===== config.mk =====
export PLATFORM = sky130hd
export DESIGN_NAME = mux_one_to_three
export DESIGN_NICKNAME = d
export VERILOG_FILES = /design/src/rtl/mux_one_to_three.sv
export SDC_FILE = /design/constraint.sdc
export NUM_CORES = 1
export LEC_CHECK = 0
export ABC_AREA = 1
export BUFFER_PORTS_ARGS = -buffer_cell sky130_fd_sc_hd__buf_2
export CAP_MARGIN = 30
export CORE_MARGIN = 2
export CORE_UTILIZATION = 47
export DETAILED_ROUTE_END_ITERATION = 12
export HOLD_SLACK_MARGIN = 0.12
export PLACE_DENSITY = 0.76
export SLEW_MARGIN = 20
export SYNTH_ARGS = -nofsm -noshare
export SYNTH_HDL_FRONTEND = slang
export SYNTH_SLANG_ARGS = --single-unit

===== constraint.sdc =====
create_clock -name clock -period 0.95 [get_ports clock]
set_clock_uncertainty 0.2 [all_clocks]
set_input_delay 0.0475 -clock clock [delete_from_list [all_inputs] [get_ports clock]]
set_output_delay 0.0475 -clock clock [all_outputs]
set_load 0.005 [all_outputs]

===== src/rtl/mux_one_to_three.sv =====
`default_nettype none
// ============================================================================
// Module   : mux_one_to_three
// Summary  : Registered 1-to-3 demux that routes one word to a, b or c.
//            It also drives per-output load strobes and an illegal-select flag.
// Option   : MUX_ONE_TO_THREE_ZERO_UNSEL_EN clears the unselected data registers.
// Revision : 1.0 - initial release
// ============================================================================
module mux_one_to_three #(
  parameter int WIDTH = 10
) (
  input  logic             clock,
  input  logic             reset,
  input  logic [1:0]       op,
  input  logic [WIDTH-1:0] entrada,
  output logic [WIDTH-1:0] a,
  output logic [WIDTH-1:0] b,
  output logic [WIDTH-1:0] c,
  output logic             a_ld,
  output logic             b_ld,
  output logic             c_ld,
  output logic             op_err
);

  localparam logic [1:0] C_OP_A   = 2'b00;
  localparam logic [1:0] C_OP_B   = 2'b01;
  localparam logic [1:0] C_OP_C   = 2'b10;
  localparam logic [1:0] C_OP_ERR = 2'b11;

  logic [WIDTH-1:0] r_a;
  logic [WIDTH-1:0] r_b;
  logic [WIDTH-1:0] r_c;
  logic             r_a_ld;
  logic             r_b_ld;
  logic             r_c_ld;
  logic             r_op_err;

  // Strobes decode straight from op, so at most one of them is high.
  always_ff @(posedge clock) begin
    if (!reset) begin
      r_a      <= '0;
      r_b      <= '0;
      r_c      <= '0;
      r_a_ld   <= 1'b0;
      r_b_ld   <= 1'b0;
      r_c_ld   <= 1'b0;
      r_op_err <= 1'b0;
    end else begin
      r_a_ld   <= (op == C_OP_A);
      r_b_ld   <= (op == C_OP_B);
      r_c_ld   <= (op == C_OP_C);
      r_op_err <= (op == C_OP_ERR);
`ifdef MUX_ONE_TO_THREE_ZERO_UNSEL_EN
      r_a <= (op == C_OP_A) ? entrada : '0;
      r_b <= (op == C_OP_B) ? entrada : '0;
      r_c <= (op == C_OP_C) ? entrada : '0;
`else
      case (op)
        C_OP_A:  r_a <= entrada;
        C_OP_B:  r_b <= entrada;
        C_OP_C:  r_c <= entrada;
        default: ;
      endcase
`endif
    end
  end

  assign a      = r_a;
  assign b      = r_b;
  assign c      = r_c;
  assign a_ld   = r_a_ld;
  assign b_ld   = r_b_ld;
  assign c_ld   = r_c_ld;
  assign op_err = r_op_err;

endmodule
`default_nettype wire


==> results of run 1 <==
layer usage:
metal  up-vias  part of all wire (%)
li1        669                     -
met1       608                    44
met2        38                    48
met3         9                   5.4
met4         0                   2.6
met5         -                     0
stage by stage:
stage	worst slack [ns]	TNS, ns	total power [uW]
2_1_floorplan	0.175	0	1860
3_3_place_gp	-0.0383	-0.314	2040
3_5_place_dp	-0.0444	-0.351	2060
4_1_cts	-0.0979	-2.86	2800
5_1_grt	-0.120	-3.54	2960
6_report	-0.0971	-2.56	2810
where the power goes:
group / internal [uW] / switching, uW / total (uW)
Clock: 279 / 461 / 739
Sequential: 1530 / 43.8 / 1580
Combinational: 236 / 264 / 500
how the worst min path moves through the flow:
stage                           from                end  cells after the start
after floorplan                reset  op_err$_SDFF_PN0_                      2
after global placement    entrada[0]  b[0]$_SDFFE_PN0N_                      5
after detailed placement  entrada[9]  a[9]$_SDFFE_PN0N_                      5
after CTS                 entrada[4]  b[4]$_SDFFE_PN0N_                      5
after global routing      entrada[0]  b[0]$_SDFFE_PN0N_                      5
final                     entrada[0]  a[0]$_SDFFE_PN0N_                      5
synth_stat cells, drive strengths merged:
cell / n
nand2: 40
buf: 9
dfxtp: 34
nor3: 4
nor2: 63
nand3: 20
inv: 13
cell families after synthesis:
| logic type | Yosys count |
|---|---|
| buffers and inverters | 22 |
| DFF | 34 |
| and+or+nand+nor | 127 |
final cells by class:
| cell class | instances | area, um^2 | area share [%] |
|---|---|---|---|
| Sequential cell | 34 | 718 | 38.8 |
| Multi-Input combinational cell | 127 | 594 | 32.1 |
| Timing Repair Buffer | 61 | 405 | 21.9 |
| Inverter | 13 | 48.8 | 2.64 |
| Clock buffer | 7 | 45.0 | 2.43 |
| Tap cell | 31 | 38.8 | 2.10 |
state kept, by name, summed over array words and instances (netlist names):
register	cells
b_ld	1
a	10
a_ld	1
b	10
c_ld	1
op_err	1
c	10
what timing repair did:
action | 4_1_cts | 5_1_grt
endpoints found under the hold margin | 34 | 34
setup endpoints to repair | 34 | 37
buffers inserted | 3 | 1
gates resized for setup | 30 | 6
==> impl_metrics.py, run 1 <==
metrics = {
    "status": {
        "status": "finished, violations left",
        "violated_checks": "hold timing, setup timing",
    },
    "grt": {
        "grt_pass1_vias": 1125,
        "grt_start_max_net_pins": 21,
        "grt_antenna_before_repair": 0,
        "grt_busiest_layer": "met2",
        "gr-usage-met2_pct": 32.1,
        "grt.total_usage_pct": 19.6,
        "first_pass_grt_wire_length_um": 4860,
        "gr-total-overflow": 0,
        "global_route.usage.met1_pct": 23.0,
        "use_met3_pct": 4.91,
    },
    "drt": {
        "initialDrtViolationCount": 35,
        "drt-total-wl_um": 3190,
        "num_vias": 1324,
        "route.antenna.remaining_nets": 0,
        "detailed_route_drc_error_count": 0,
        "first_pass_iters": 5,
        "route.detailed.vias_per_inst": 4.85,
        "post_drt_wl_per_cell_um": 11.7,
    },
    "yosys": {
        "multiplexer_share_of_the_synthesized_area_pct": 0,
        "synth_sequential_area_ratio_pct": 49.3,
        "synth.cell_area_mm2": 0.00138,
        "share_of_the_synthesized_area_in_the_top_cell_type_pct": 49.3,
        "synthesized_area_per_cell_um2": 7.54,
        "synth_warnings": 0,
        "yosys.cell_types.count": 15,
        "synth_seq_cells": 34,
        "synth_top_family_by_area": "simple AND/OR/NAND/NOR gates",
        "mappedNetlistNets": 197,
        "synth_compound_gate_area_share_pct": 0,
        "synth_xor_area_share_pct": 0,
        "post_synthesis_share_of_cell_area_spent_on_and_or_nand_and_nor_gates_pct": 42.9,
        "post_synth_main_area_contributors": "dfxtp_1 49%, nor2_1 15%, nand2_1 11%, nand3_2 7.3%, nand3_1 3.6%",
        "netlist.top_cell.by_area": "dfxtp_1",
        "synth_fa_ha_area_share_pct": 0,
        "synthCells": 183,
    },
    "pwr": {
        "vdd_ir_drop_max_mv": 1.26,
        "powerDensity_mw_per_mm2": 1520,
        "power.leakage_uw": 0.000958,
    },
    "cells_and_area": {
        "antennaDiodeCount": 0,
        "fin_cells": 273,
        "mostFrequentLayoutCell": "nor2_1",
        "layout.core_utilization_pct": 66.5,
        "fin_nets": 256,
        "flow.area_growth_from_synthesis_pct": 34.1,
        "nFillCells": 256,
        "drive_gt1_share_pct": 48.8,
        "layout.cells.most_common_list": "54 x nor2_1, 43 x buf_2, 40 x nand2_1",
        "final_cell_area_mm2": 0.00185,
    },
    "worst_setup_path": {
        "worstRegToRegCells": 3,
        "timing.critical_path.arrival_ns": 0.80,
        "criticalPathCategory": "reg -> out",
        "critical_path_buf_inv_count": 1,
        "cpLargestDelayFamily": "flip-flops",
        "crit_start": "c[4]$_SDFFE_PN0N_",
        "critPathLaunchType": "register",
        "timing.critical_path.slowest_cell_delay_ns": 0.34,
        "worst_setup_path_endpoint": "c[4]",
        "cp_data_required_time_ns": 0.70,
        "worst-path-stages": 1,
        "crit_end_category": "primary output",
        "slowest_stage": "dfxtp_2",
        "ff2ff_setup_slack_ns": 0.06,
        "timing.critical_path.cells": "buf_2",
        "critical_path.reg2reg.startpoint": "b[8]$_SDFFE_PN0N_",
        "rr_endpoint": "b[8]$_SDFFE_PN0N_",
        "path_max_fanout": 2,
    },
    "clock_network": {
        "clkTransAtPathRegs_ns": 0.10,
        "numCtsBuffers": 5,
        "cts_tree": "yes",
        "cts_max_level": 2,
        "cts.hold.buffers_added": 2,
        "insertion_delay_ns": 0.33,
        "clock_tree.root_cell": "clkbuf_4",
        "clock_sink_count": 34,
        "max-clock-path-buffers": 2,
    },
    "floorplan": {
        "design.die.area_mm2": 0.00339,
        "dieHeight_um": 58.2,
        "initial_utilization_pct": 49.6,
        "fp.dieW_um": 58.2,
        "std_cell_rows": 19,
        "number_of_primary_i_o_pins": 48,
        "total_core_area_mm2": 0.00278,
    },
    "worst_hold_path": {
        "min-delay-path-class": "in -> reg",
    },
    "flow_run": {
        "maxCapViolations": 0,
    },
    "place": {
        "hpwlAfterDp_um": 2260,
        "dp_cells": 261,
        "buffer_ports.inserted": 47,
        "place_congestion": 0.828,
        "dpl-instance-area_mm2": 0.00170,
    },
    "timing": {
        "finalHoldViolations": 34,
        "min_period_over_period_pct": 110,
        "timing.slew.headroom_pct": 82.0,
        "timing.fmax_ghz": 0.955,
        "post-route-worst-setup-slack_ns": -0.0971,
        "hold-worst-slack_ns": -0.151,
        "rsz0062_at_grt": "true",
        "actual_transition_at_the_worst_max_transition_pin_ns": 0.269,
        "post-route-min-period_ns": 1.05,
        "report.final.setup_viol": 34,
        "report.final.slew_viol_count": 0,
    },
}
Note: power is estimated with default switching activity, not from simulation.
==> run 2, diff against run 1 <==
CORE_UTILIZATION = 48   (was 47)
PLACE_DENSITY = 0.77   (was 0.76)
==> impl_metrics.py, run 2 (synthesis gave the netlist of run 1 again) <==
metrics = {
    "worst_setup_path": {
        "timing.critical_path.cells": "buf_6",
        "criticalPathCategory": "reg -> out",
        "slowest_stage": "dfxtp_2",
        "worst-path-stages": 1,
        "crit_start": "c[4]$_SDFFE_PN0N_",
        "timing.critical_path.arrival_ns": 0.78,
        "cp_data_required_time_ns": 0.70,
        "critical_path.reg2reg.startpoint": "c[3]$_SDFFE_PN0N_",
        "critical_path_buf_inv_count": 1,
        "critPathLaunchType": "register",
        "worstRegToRegCells": 3,
        "path_max_fanout": 2,
        "crit_end_category": "primary output",
        "timing.critical_path.slowest_cell_delay_ns": 0.34,
        "cpLargestDelayFamily": "flip-flops",
    },
    "flow_run": {
        "maxCapViolations": 0,
    },
    "worst_hold_path": {
        "hold_path_depth": 5,
        "hold_path_startpoint": "entrada[0]",
        "min-delay-path-class": "in -> reg",
    },
    "floorplan": {
        "initial_utilization_pct": 50.5,
        "dieHeight_um": 57.6,
        "number_of_primary_i_o_pins": 48,
        "std_cell_rows": 19,
        "fp.dieW_um": 57.6,
        "total_core_area_mm2": 0.00273,
        "design.die.area_mm2": 0.00332,
    },
    "clock_network": {
        "clock_tree.root_cell": "clkbuf_4",
        "cts_max_level": 2,
        "numCtsBuffers": 5,
        "insertion_delay_ns": 0.33,
        "clock_sink_count": 34,
        "clkTransAtPathRegs_ns": 0.09,
        "cts.hold.buffers_added": 3,
        "max-clock-path-buffers": 2,
        "cts_tree": "yes",
    },
    "drt": {
        "initialDrtViolationCount": 41,
        "route.antenna.remaining_nets": 0,
        "drt-total-wl_um": 3130,
        "post_drt_wl_per_cell_um": 11.3,
        "num_vias": 1312,
        "route.detailed.vias_per_inst": 4.74,
        "detailed_route_drc_error_count": 0,
        "first_pass_iters": 4,
    },
    "cells_and_area": {
        "mostFrequentLayoutCell": "nor2_1",
        "final_cell_area_mm2": 0.00187,
        "nFillCells": 242,
        "antennaDiodeCount": 0,
        "drive_gt1_share_pct": 49.2,
        "flow.area_growth_from_synthesis_pct": 35.4,
        "fin_nets": 260,
        "layout.cells.most_common_list": "55 x nor2_1, 43 x buf_2, 40 x nand2_1",
    },
    "timing": {
        "report.final.setup_viol": 34,
        "timing.fmax_ghz": 0.971,
        "actual_transition_at_the_worst_max_transition_pin_ns": 0.261,
        "min_period_over_period_pct": 108,
        "finalHoldViolations": 34,
        "post-route-min-period_ns": 1.03,
        "post-route-worst-setup-slack_ns": -0.0802,
        "rsz0062_at_grt": "true",
        "timing.slew.headroom_pct": 82.5,
        "report.final.slew_viol_count": 0,
        "hold-worst-slack_ns": -0.154,
    },
    "place": {
        "buffer_ports.inserted": 47,
        "hpwlAfterDp_um": 2270,
        "place_congestion": 0.818,
        "dpl-instance-area_mm2": 0.00170,
    },
    "status": {
        "violated_checks": "hold timing, setup timing",
        "status": "finished, violations left",
    },
    "pwr": {
        "vdd_ir_drop_max_mv": 1.01,
        "report.power.total_uw": 2800,
        "power.leakage_uw": 0.000972,
        "powerDensity_mw_per_mm2": 1500,
    },
    "grt": {
        "gr-total-overflow": 0,
        "grt_antenna_before_repair": 0,
        "grt_start_max_net_pins": 21,
        "grt_pass1_vias": 1202,
        "grt.total_usage_pct": 20.1,
        "first_pass_grt_wire_length_um": 5100,
    },
}
[run 2: final timing paths]
kind	endpoint	slack (ns)
max	c[4]	-0.08
min	a[0]$_SDFFE_PN0N_	-0.15
max reg2reg	c[3]$_SDFFE_PN0N_	0.04
min reg2reg	b[1]$_SDFFE_PN0N_	0.27
[run 2: layout make-up]
class / count / area, um^2 / area share (%)
Tap cell: 31 / 38.8 / 2.07
Multi-Input combinational cell: 127 / 592 / 31.7
Inverter: 13 / 48.8 / 2.61
Clock buffer: 7 / 45.0 / 2.41
Timing Repair Buffer: 65 / 425 / 22.8
Sequential cell: 34 / 719 / 38.5
[run 2: metal layers]
layer	wire length, um	track usage, %	share of wire (%)	vias up
li1	-	-	-	684
met1	1430	24.5	46	593
met2	1530	33.4	49	30
met3	126	4.24	4.0	5
met4	51	10.3	1.6	0
met5	0	0	0	-
[run 2: repair_timing]
action / in CTS / in global routing
resized for setup: 31 / 5
pin swaps: 0 / 0
setup buffers: 5 / 0
endpoints found under the setup margin: 34 / 40
endpoints found under the hold margin: 34 / 34
[run 2: per-stage QoR]
stage,util (%),TNS [ns],instances,hold slack [ns],worst slack [ns]
after detailed placement,62.3,-0.983,263,0.162,-0.0705
final,68.4,-2.31,277,-0.154,-0.0802
after global placement,62.3,-0.582,263,0.156,-0.0425
after floorplan,-,0,183,0.0225,0.175
after CTS,68.0,-2.59,278,-0.132,-0.0926
after global routing,68.4,-3.24,277,-0.119,-0.116
[run 2: power breakdown]
| part | internal, uW | leakage (uW) | switching, uW |
|---|---|---|---|
| clock | 279 | 0.0000254 | 442 |
| combinational | 239 | 0.000655 | 263 |
| sequential | 1530 | 0.000292 | 43.9 |
==> run 3, diff against run 2 <==
CORE_UTILIZATION = 51   (was 48)
CTS_BUF_LIST = sky130_fd_sc_hd__clkbuf_4   (was not set)
PLACE_DENSITY = 0.81   (was 0.77)
==> impl_metrics.py, run 3 (synthesis gave the netlist of run 1 again) <==
metrics = {
    "drt": {
        "route.detailed.vias_per_inst": 4.86,
        "initialDrtViolationCount": 47,
        "first_pass_iters": 4,
        "num_vias": 1328,
        "drt-total-wl_um": 3130,
        "post_drt_wl_per_cell_um": 11.5,
        "route.antenna.remaining_nets": 0,
        "detailed_route_drc_error_count": 0,
    },
    "pwr": {
        "power_frac_seq_pct": 56.3,
        "report.power.total_uw": 2800,
        "sw_frac_of_total_pct": 27.3,
        "power.switching_uw": 765,
        "power_frac_comb_pct": 17.9,
        "vdd_ir_drop_max_mv": 1.14,
        "p_clk_share_pct": 25.8,
        "power_report.internal_total_uw": 2030,
        "powerDensity_mw_per_mm2": 1500,
        "power.leakage_uw": 0.000960,
    },
    "worst_setup_path": {
        "path_max_fanout": 2,
        "critical_path_buf_inv_count": 1,
        "criticalPathCategory": "reg -> out",
        "critPathLaunchType": "register",
        "crit_end_category": "primary output",
        "cp_data_required_time_ns": 0.70,
        "cpLargestDelayFamily": "flip-flops",
        "timing.critical_path.slowest_cell_delay_ns": 0.34,
        "slowest_stage": "dfxtp_2",
        "timing.critical_path.cells": "buf_2",
        "timing.critical_path.arrival_ns": 0.79,
    },
    "place": {
        "place_congestion": 0.868,
        "dpl-instance-area_mm2": 0.00171,
        "hpwlAfterDp_um": 2220,
        "buffer_ports.inserted": 47,
    },
    "timing": {
        "timing.fmax_ghz": 0.961,
        "actual_transition_at_the_worst_max_transition_pin_ns": 0.254,
        "hold-worst-slack_ns": -0.132,
        "tns_ns": -2.37,
        "rsz0062_at_grt": "true",
        "post-route-worst-setup-slack_ns": -0.0910,
        "report.final.setup_viol": 34,
        "timing.slew.headroom_pct": 83.0,
        "report.final.slew_viol_count": 0,
        "finalHoldViolations": 33,
        "post-route-min-period_ns": 1.04,
        "min_period_over_period_pct": 110,
    },
    "cells_and_area": {
        "fin_nets": 256,
        "antennaDiodeCount": 0,
        "flow.area_growth_from_synthesis_pct": 35.4,
        "final_cell_area_mm2": 0.00187,
        "drive_gt1_share_pct": 48.6,
        "layout.core_utilization_pct": 74.1,
        "layout.cells.most_common_list": "55 x nor2_1, 43 x buf_2, 40 x nand2_1",
        "mostFrequentLayoutCell": "nor2_1",
    },
    "grt": {
        "grt.total_usage_pct": 20.6,
        "grt_start_max_net_pins": 21,
        "grt_pass1_vias": 1184,
        "first_pass_grt_wire_length_um": 5140,
        "gr-total-overflow": 0,
        "grt_antenna_before_repair": 0,
    },
    "status": {
        "violated_checks": "hold timing, setup timing",
        "status": "finished, violations left",
    },
    "clock_network": {
        "clock_tree.root_cell": "clkbuf_4",
        "insertion_delay_ns": 0.32,
        "cts_tree": "yes",
        "cts_max_level": 2,
        "clkTransAtPathRegs_ns": 0.10,
        "max-clock-path-buffers": 2,
        "numCtsBuffers": 5,
        "clock_sink_count": 34,
    },
    "floorplan": {
        "total_core_area_mm2": 0.00252,
        "std_cell_rows": 18,
        "initial_utilization_pct": 54.7,
        "dieHeight_um": 56.0,
        "number_of_primary_i_o_pins": 48,
        "fp.dieW_um": 56.0,
        "design.die.area_mm2": 0.00314,
    },
    "worst_hold_path": {
        "min-delay-path-class": "in -> reg",
    },
    "flow_run": {
        "maxCapViolations": 0,
    },
}
==> run 3: layer usage <==
metal  GRT usage (%)  vias to the layer above  part of all wire [%]  wire (um)
li1                -                      676                     -          -
met4            7.82                        0                   2.0         61
met5               0                        -                     0          0
met1            25.1                      601                    42       1300
met2            34.6                       42                    50       1570
met3            5.12                        9                   6.4        199
==> run 3: power groups by stage <==
stage,sequential (uW),clock (uW),combinational [uW]
global placement,1590,0,457
detailed placement,1590,0,466
finish,1580,720,501
global route,1590,794,559
CTS,1570,734,484
floorplan,1600,0,256
==> run 3: stage by stage <==
step / worst slack [ns] / std cells
floorplan: 0.175 / 183
global placement: -0.0329 / 261
detailed placement: -0.0683 / 261
CTS: -0.102 / 273
global route: -0.119 / 273
finish: -0.0910 / 273
==> run 3: final cells by class <==
| type | count | area (um^2) |
|---|---|---|
| well taps | 30 | 37.5 |
| clock inverters | 3 | 11.3 |
| flip-flops and latches | 34 | 719 |
| multi-input cells | 127 | 597 |
| inverters | 13 | 48.8 |
| repair buffers | 61 | 418 |
| clock buffers | 5 | 37.5 |
| fillers | 195 | 653 |
==> run 3: what timing repair did <==
action | CTS | global route
hold buffers | 3 | 1
resized for setup | 30 | 10
endpoints found under the setup margin | 34 | 65
setup buffers | 1 | 0
hold endpoints to repair | 34 | 34
==> run 3: worst paths after layout <==
check,startpoint,to,slack (ns),cells past startpoint
setup / recovery,c[7]$_SDFFE_PN0N_,c[7],-0.09,1
hold / removal,entrada[3],b[3]$_SDFFE_PN0N_,-0.13,5
setup reg to reg,b[1]$_SDFFE_PN0N_,b[1]$_SDFFE_PN0N_,0.07,3
hold reg to reg,b[7]$_SDFFE_PN0N_,b[7]$_SDFFE_PN0N_,0.28,2
